File: config.mk
export PLATFORM = sky130hd
export DESIGN_NAME = mem_access_unit_flat
export DESIGN_NICKNAME = d
export VERILOG_FILES = /design/src/rtl/mem_access_pkg.sv /design/src/rtl/mem_access_unit_if.sv /design/src/rtl/mem_access_unit_byte_lane.sv /design/src/rtl/mem_access_unit.sv /design/src/flat_wrapper.sv
export SDC_FILE = /design/constraint.sdc
export NUM_CORES = 1
export LEC_CHECK = 0
export ABC_AREA = 1
export CAP_MARGIN = 20
export CORE_UTILIZATION = 25
export DETAILED_ROUTE_END_ITERATION = 6
export PLACE_DENSITY = 0.59
export SLEW_MARGIN = 5
export SYNTH_ARGS = -nofsm -noshare
export SYNTH_HDL_FRONTEND = slang
export SYNTH_SLANG_ARGS = --single-unit
File: constraint.sdc
create_clock -name clk -period 2.6 [get_ports clk]
set_input_delay 0.26 -clock clk [delete_from_list [all_inputs] [get_ports clk]]
set_output_delay 0.26 -clock clk [all_outputs]
set_load 0.005 [all_outputs]
File: src/rtl/mem_access_pkg.sv
// Shared encodings and helpers for the memory access unit: request size
// codes, FSM state encoding and the alignment rule.
package mem_access_pkg;

  localparam logic [1:0] SZ_BYTE = 2'b00;
  localparam logic [1:0] SZ_HALF = 2'b01;
  localparam logic [1:0] SZ_WORD = 2'b10;
  localparam logic [1:0] SZ_ILL  = 2'b11;

  typedef enum logic [1:0] {
    IDLE = 2'd0,
    RD   = 2'd1,
    WR   = 2'd2,
    RESP = 2'd3
  } state_t;

  // A request is rejected when its size code is illegal or its byte offset
  // is not a multiple of the access size.
  function automatic logic is_bad_request(input logic [1:0] size,
                                          input logic [1:0] off);
    logic bad;
    case (size)
      SZ_BYTE: bad = 1'b0;
      SZ_HALF: bad = off[0];
      SZ_WORD: bad = (off != 2'b00);
      default: bad = 1'b1;
    endcase
    return bad;
  endfunction

endpackage

File: src/rtl/mem_access_unit_if.sv
// CPU request/response channel plus the word-only memory port.
//
// Handshake: a request transfers on a rising clk edge where req_valid and
// req_ready are both high; the requester holds its fields stable while
// req_valid is high and req_ready is low. There is no response backpressure:
// resp_valid is a single-cycle pulse that the requester must sample in that
// cycle. Memory read data is combinational on mem_addr while mem_read is high;
// a write commits at the rising edge that ends a cycle with mem_write high.
interface mem_access_unit_if #(
  parameter int ADDR_W = 32
);
  logic              req_valid;
  logic              req_ready;
  logic              req_write;
  logic [1:0]        req_size;
  logic              req_signed;
  logic [ADDR_W-1:0] req_addr;
  logic [31:0]       req_wdata;
  logic              resp_valid;
  logic [31:0]       resp_rdata;
  logic              resp_err;
  logic [ADDR_W-1:0] mem_addr;
  logic [31:0]       mem_wdata;
  logic              mem_read;
  logic              mem_write;
  logic [31:0]       mem_rdata;

  // CPU plus memory environment side.
  modport master (
    output req_valid, req_write, req_size, req_signed, req_addr, req_wdata,
    output mem_rdata,
    input  req_ready, resp_valid, resp_rdata, resp_err,
    input  mem_addr, mem_wdata, mem_read, mem_write
  );

  // The access unit.
  modport slave (
    input  req_valid, req_write, req_size, req_signed, req_addr, req_wdata,
    input  mem_rdata,
    output req_ready, resp_valid, resp_rdata, resp_err,
    output mem_addr, mem_wdata, mem_read, mem_write
  );
endinterface

File: src/rtl/mem_access_unit_byte_lane.sv
// Little-endian byte-lane steering: extracts and extends sub-word loads from
// a memory word, and merges sub-word store data into a memory word.
module byte_lane_unit
  import mem_access_pkg::*;
(
  input  logic [31:0] word,
  input  logic [1:0]  off,
  input  logic [1:0]  size,
  input  logic        sgn,
  input  logic [31:0] wdata,
  output logic [31:0] load_data,
  output logic [31:0] store_data
);

  logic [4:0]  sh;
  logic [31:0] shifted;

  assign sh      = {off, 3'b000};
  assign shifted = word >> sh;

  // Lane select and sign/zero extension for loads; lane replacement for stores.
  always_comb begin
    load_data  = word;
    store_data = wdata;
    case (size)
      SZ_BYTE: begin
        load_data  = {{24{sgn & shifted[7]}}, shifted[7:0]};
        store_data = (word & ~(32'h0000_00FF << sh)) |
                     ({24'd0, wdata[7:0]} << sh);
      end
      SZ_HALF: begin
        load_data  = {{16{sgn & shifted[15]}}, shifted[15:0]};
        store_data = (word & ~(32'h0000_FFFF << sh)) |
                     ({16'd0, wdata[15:0]} << sh);
      end
      default: begin
        load_data  = word;
        store_data = wdata;
      end
    endcase
  end

endmodule

File: src/rtl/mem_access_unit.sv
// Converts byte/half/word CPU loads and stores into a word-only memory
// protocol. Sub-word stores are done as read-modify-write; misaligned or
// illegal requests respond with an error and never touch memory.
module mem_access_unit
  import mem_access_pkg::*;
#(
  parameter int ADDR_W = 32
) (
  input  logic   clk,
  input  logic   reset,
  mem_access_unit_if.slave bus,
  output state_t state_dbg
);

  state_t            state;
  logic              write_q;
  logic [1:0]        size_q;
  logic              signed_q;
  logic [ADDR_W-1:0] addr_q;
  logic [31:0]       wdata_q;
  logic [31:0]       rdata_q;
  logic              err_q;

  logic              req_ready_q;
  logic              resp_valid_q;
  logic              mem_read_q;
  logic              mem_write_q;

  logic              accept;
  logic              accept_bad;
  logic [31:0]       lane_load;
  logic [31:0]       lane_store;

  assign accept     = bus.req_valid && req_ready_q;
  assign accept_bad = is_bad_request(bus.req_size, bus.req_addr[1:0]);

  // The lane unit always works on the word captured during RD; a word store
  // never depends on it because the merge passes wdata straight through.
  byte_lane_unit u_lanes (
    .word       (rdata_q),
    .off        (addr_q[1:0]),
    .size       (size_q),
    .sgn        (signed_q),
    .wdata      (wdata_q),
    .load_data  (lane_load),
    .store_data (lane_store)
  );

  // Request FSM: capture in IDLE, one RD and/or one WR cycle, then RESP.
  always_ff @(posedge clk) begin
    if (reset) begin
      state        <= IDLE;
      write_q      <= 1'b0;
      size_q       <= 2'b00;
      signed_q     <= 1'b0;
      addr_q       <= '0;
      wdata_q      <= '0;
      rdata_q      <= '0;
      err_q        <= 1'b0;
      req_ready_q  <= 1'b1;
      resp_valid_q <= 1'b0;
      mem_read_q   <= 1'b0;
      mem_write_q  <= 1'b0;
    end else begin
      case (state)
        IDLE: begin
          if (accept) begin
            write_q     <= bus.req_write;
            size_q      <= bus.req_size;
            signed_q    <= bus.req_signed;
            addr_q      <= bus.req_addr;
            wdata_q     <= bus.req_wdata;
            err_q       <= accept_bad;
            req_ready_q <= 1'b0;
            if (accept_bad) begin
              state        <= RESP;
              resp_valid_q <= 1'b1;
            end else if (bus.req_write && (bus.req_size == SZ_WORD)) begin
              state       <= WR;
              mem_write_q <= 1'b1;
            end else begin
              state      <= RD;
              mem_read_q <= 1'b1;
            end
          end
        end
        RD: begin
          rdata_q    <= bus.mem_rdata;
          mem_read_q <= 1'b0;
          if (write_q) begin
            state       <= WR;
            mem_write_q <= 1'b1;
          end else begin
            state        <= RESP;
            resp_valid_q <= 1'b1;
          end
        end
        WR: begin
          mem_write_q  <= 1'b0;
          state        <= RESP;
          resp_valid_q <= 1'b1;
        end
        RESP: begin
          resp_valid_q <= 1'b0;
          req_ready_q  <= 1'b1;
          state        <= IDLE;
        end
        default: begin
          state        <= IDLE;
          req_ready_q  <= 1'b1;
          resp_valid_q <= 1'b0;
          mem_read_q   <= 1'b0;
          mem_write_q  <= 1'b0;
        end
      endcase
    end
  end

  assign bus.req_ready  = req_ready_q;
  assign bus.resp_valid = resp_valid_q;
  assign bus.resp_err   = resp_valid_q & err_q;
  assign bus.resp_rdata = (resp_valid_q && !write_q && !err_q) ? lane_load : 32'd0;
  assign bus.mem_read   = mem_read_q;
  assign bus.mem_write  = mem_write_q;
  assign bus.mem_addr   = {addr_q[ADDR_W-1:2], 2'b00};
  assign bus.mem_wdata  = mem_write_q ? lane_store : 32'd0;
  assign state_dbg      = state;

endmodule

File: src/flat_wrapper.sv
// flat-port wrapper written by rule: the top's interface ports become plain ports
module mem_access_unit_flat import mem_access_pkg::*;
#(
  parameter int ADDR_W = 32
)
  (clk, reset, state_dbg, bus_req_valid, bus_req_write, bus_req_size, bus_req_signed, bus_req_addr, bus_req_wdata, bus_mem_rdata, bus_req_ready, bus_resp_valid, bus_resp_rdata, bus_resp_err, bus_mem_addr, bus_mem_wdata, bus_mem_read, bus_mem_write);
  mem_access_unit_if #(.ADDR_W(ADDR_W)) bus_i ();
  input  logic clk;
  input  logic reset;
  output state_t state_dbg;
  input wire logic [$bits(bus_i.req_valid)-1:0] bus_req_valid;
  input wire logic [$bits(bus_i.req_write)-1:0] bus_req_write;
  input wire logic [$bits(bus_i.req_size)-1:0] bus_req_size;
  input wire logic [$bits(bus_i.req_signed)-1:0] bus_req_signed;
  input wire logic [$bits(bus_i.req_addr)-1:0] bus_req_addr;
  input wire logic [$bits(bus_i.req_wdata)-1:0] bus_req_wdata;
  input wire logic [$bits(bus_i.mem_rdata)-1:0] bus_mem_rdata;
  output wire logic [$bits(bus_i.req_ready)-1:0] bus_req_ready;
  output wire logic [$bits(bus_i.resp_valid)-1:0] bus_resp_valid;
  output wire logic [$bits(bus_i.resp_rdata)-1:0] bus_resp_rdata;
  output wire logic [$bits(bus_i.resp_err)-1:0] bus_resp_err;
  output wire logic [$bits(bus_i.mem_addr)-1:0] bus_mem_addr;
  output wire logic [$bits(bus_i.mem_wdata)-1:0] bus_mem_wdata;
  output wire logic [$bits(bus_i.mem_read)-1:0] bus_mem_read;
  output wire logic [$bits(bus_i.mem_write)-1:0] bus_mem_write;
  assign bus_i.req_valid = bus_req_valid;
  assign bus_i.req_write = bus_req_write;
  assign bus_i.req_size = bus_req_size;
  assign bus_i.req_signed = bus_req_signed;
  assign bus_i.req_addr = bus_req_addr;
  assign bus_i.req_wdata = bus_req_wdata;
  assign bus_i.mem_rdata = bus_mem_rdata;
  assign bus_req_ready = bus_i.req_ready;
  assign bus_resp_valid = bus_i.resp_valid;
  assign bus_resp_rdata = bus_i.resp_rdata;
  assign bus_resp_err = bus_i.resp_err;
  assign bus_mem_addr = bus_i.mem_addr;
  assign bus_mem_wdata = bus_i.mem_wdata;
  assign bus_mem_read = bus_i.mem_read;
  assign bus_mem_write = bus_i.mem_write;
  mem_access_unit #(.ADDR_W(ADDR_W)) u_core (.clk(clk), .reset(reset), .bus(bus_i), .state_dbg(state_dbg));
endmodule
==> impl_metrics.tcl <==
set metrics [dict create \
    worstRegToRegCells 8 \
    worst_setup_path_start_kind "flop" \
    critPathBufInv 3 \
    hold_viol_final 0 \
    portBuffers 203 \
    hpwl_um 17900 \
    drt-total-wl_um 23500 \
    synth_top_cells_by_count "o21ai_0, nor2_1, nand2_1" \
    antenna_found_initial 1 \
    cpMostUsedCell "nand2_1" \
    relSlewSlack_pct 58.0 \
    cp.arrival_ns 2.24 \
    num-nets-final 1228 \
    area_growth_pct 38.3 \
    clock_latency_ns 0.36 \
    wl_per_cell_um 16.3 \
    reg2reg_from "u_core.state_dbg[0]" \
    ys.flop_type "dfxtp_1" \
    critPathMaxFanout 34 \
    min_to "u_core.rdata_q[2]" \
    cts_sinks 107 \
    antenna-diode-count 0 \
    ys_ff_latch 107 \
    synth_edf_count 0 \
    cts_buffers 9 \
    crit_cells 8 \
    drc 0 \
    cpLargestDelayFamily "buffers and inverters" \
    cp_cell_sequence "buf_12 -> ha_1 -> inv_2 -> nand2_1 -> nand2_1 -> a21boi_0 -> a21oi_1 -> clkdlybuf4s50_1" \
    drtPass1Iterations 5 \
    path_class "reg2out" \
    yosysTopAreaCell "dfxtp_1" \
    whs_path_depth 3 \
    place_ws_ns 0.348 \
    hold_start "bus_mem_rdata[2]" \
    status "completed" \
    root_buffer "clkbuf_16" \
    htree_levels 3 \
    grt_max_degree 66 \
    rsz0062_at_grt "true" \
    syn_area_per_cell_um2 6.44 \
    synth_cell_type_count 29 \
    synthCells 978 \
    cap_viol_max_count 0 \
    cp_slowest_stage_delay_ns 0.56 \
    p_leak_nw 3.55 \
    cp-end-kind "output port" \
    synth_top_area_share_pct 34.0 \
    dieArea_mm2 0.0258 \
    num_rows 57 \
    clkSlewWorstSetupHoldPaths_ns 0.07 \
    cpMaxStageDelayCell "clkdlybuf4s50_1" \
    start_util_pct 25.7 \
    synth.area.top_cells "dfxtp_1, o21ai_0, nor2_1" \
    max-vdd-ir-drop_mv 0.345 \
    clockBufferDepth 2 \
    drtIter0Drc 501 \
    die_y_um 161 \
    yosys.cell_count.top_type "o21ai_0" \
    synth_area_mm2 0.00630 \
    viasPerCell 4.70 \
    cts_hold_buf 0 \
    tightest_slew_ns 0.630 \
    grt.total_usage_pct 18.0 \
    r2r-end "u_core.bus.mem_read" \
    critical_path_required_ns 2.34 \
    grt_pass1_wl_um 36100 \
    vias 6783 \
    ant_nets 0 \
    report.final.slew_viol_count 0 \
    cts_tree "yes" \
    powerDensity_mw_per_mm2 975 \
    max_freq_ghz 0.400 \
    die_w_um 161 \
    rrSetupSlack_ns 0.69 \
    ys_seq_area_share_pct 34.0 \
    setup_ws_ns 0.101 \
    num_io_pins 206 \
    period_share_pct 96.1 \
    gp_congestion 0.928 \
    hold_slack_ns 0.482 \
    async_reset_ff_share_pct 0 \
    setup_viol 0 \
    grt_pass1_vias 6521 \
    yosys_warnings 0 \
    drive_above_1_share_pct 6.52 \
    hold_class "in2reg" \
    fin_crit_ns 2.50 \
    core-area_mm2 0.0245 \
    overflow 0 \
    p_total_mw 8.49 \
    fin_skew_ns 0.00692 \
]
cell families after synthesis:
logic type	synth area share, %
AO/OA/AOI/OAI	26.0
AND/OR/NAND/NOR	24.4
buffers and inverters	13.8
other	0.0595
flip-flops	34.0
adder cells (fa/ha/maj)	1.79
sequential cells by signal (all words and copies together) (netlist names):
name,cells
u_core.state_dbg,2
u_core.rdata_q,32
u_core.bus.req_ready,1
u_core.bus.resp_valid,1
u_core.write_q,1
u_core.bus.mem_write,1
u_core.err_q,1
u_core.size_q,2
u_core.addr_q,32
u_core.signed_q,1
u_core.bus.mem_read,1
u_core.wdata_q,32
cells in the final DEF (no fill, tap or decap), types with 6 or more instances in the layout:
cell	synthesis	routed
nand3_1	42	42
nand2_1	145	144
a22oi_1	8	8
nor3_1	6	6
o22ai_1	16	16
o211ai_1	16	16
inv_1	76	70
nor2_2	10	11
o21ai_0	173	173
clkdlybuf4s50_1	0	201
nor2_1	166	165
a21oi_1	84	81
ha_1	9	6
buf_4	36	18
inv_2	3	7
dfxtp_1	107	105
clkbuf_16	0	9
a21boi_0	8	8
worst max-delay path by stage:
stage,start,end,slack (ns)
finish,u_core.addr_q[1],bus_mem_wdata[19],0.10
global route,u_core.addr_q[0],bus_resp_rdata[30],-0.02
floorplan,u_core.addr_q[1],bus_mem_wdata[8],0.70
detailed placement,u_core.addr_q[0],bus_mem_wdata[7],0.35
global placement,u_core.addr_q[1],bus_mem_wdata[15],0.35
CTS,u_core.addr_q[0],bus_resp_rdata[18],-0.003
repair_timing:
action / in CTS / in global routing
endpoints found under the setup margin: 12 / 48
pin swaps: 1 / 1
gates resized for setup: 4 / 21
cloned: 0 / 0
buffers inserted: 2 / 0
cell type report:
type                    instances  area [um2]
clock buffers                  11         253
fillers                      2680       15800
multi-input cells             693        3340
well taps                     324         405
flip-flops and latches        107        2150
clock inverters                 3        15.0
inverters                      80         309
repair buffers                225        2240
per-stage QoR:
step	cell area, um2	cells	setup TNS [ns]	util [%]
2_1_floorplan	6300	979	0	-
5_1_grt	8720	1443	-0.0200	35.5
4_1_cts	8640	1443	-0.00273	35.2
3_5_place_dp	8350	1427	0	34.0
3_3_place_gp	8350	1427	0	34.0
6_report	8720	1443	0	35.5
routing by layer:
layer,vias up,part of all wire (%),GRT usage [%]
met5,-,0.051,0
met4,2,2.0,5.57
met3,31,8.4,5.79
met2,221,45,28.6
met1,3076,45,23.0
li1,3453,-,-
report_power, final:
group          switching (mW)  total, mW  internal [mW]
sequential              0.461       2.67           2.21
clock                   0.620       1.31          0.688
combinational            2.72       4.52           1.79
total                    3.80       8.49           4.69
worst min-delay path, delay by kind of cell:
kind	cells	cell delay, ns
AND/OR/NAND/NOR	2	0.15
buffers and inverters	1	0.39
Note: power is estimated with default switching activity, not from simulation.
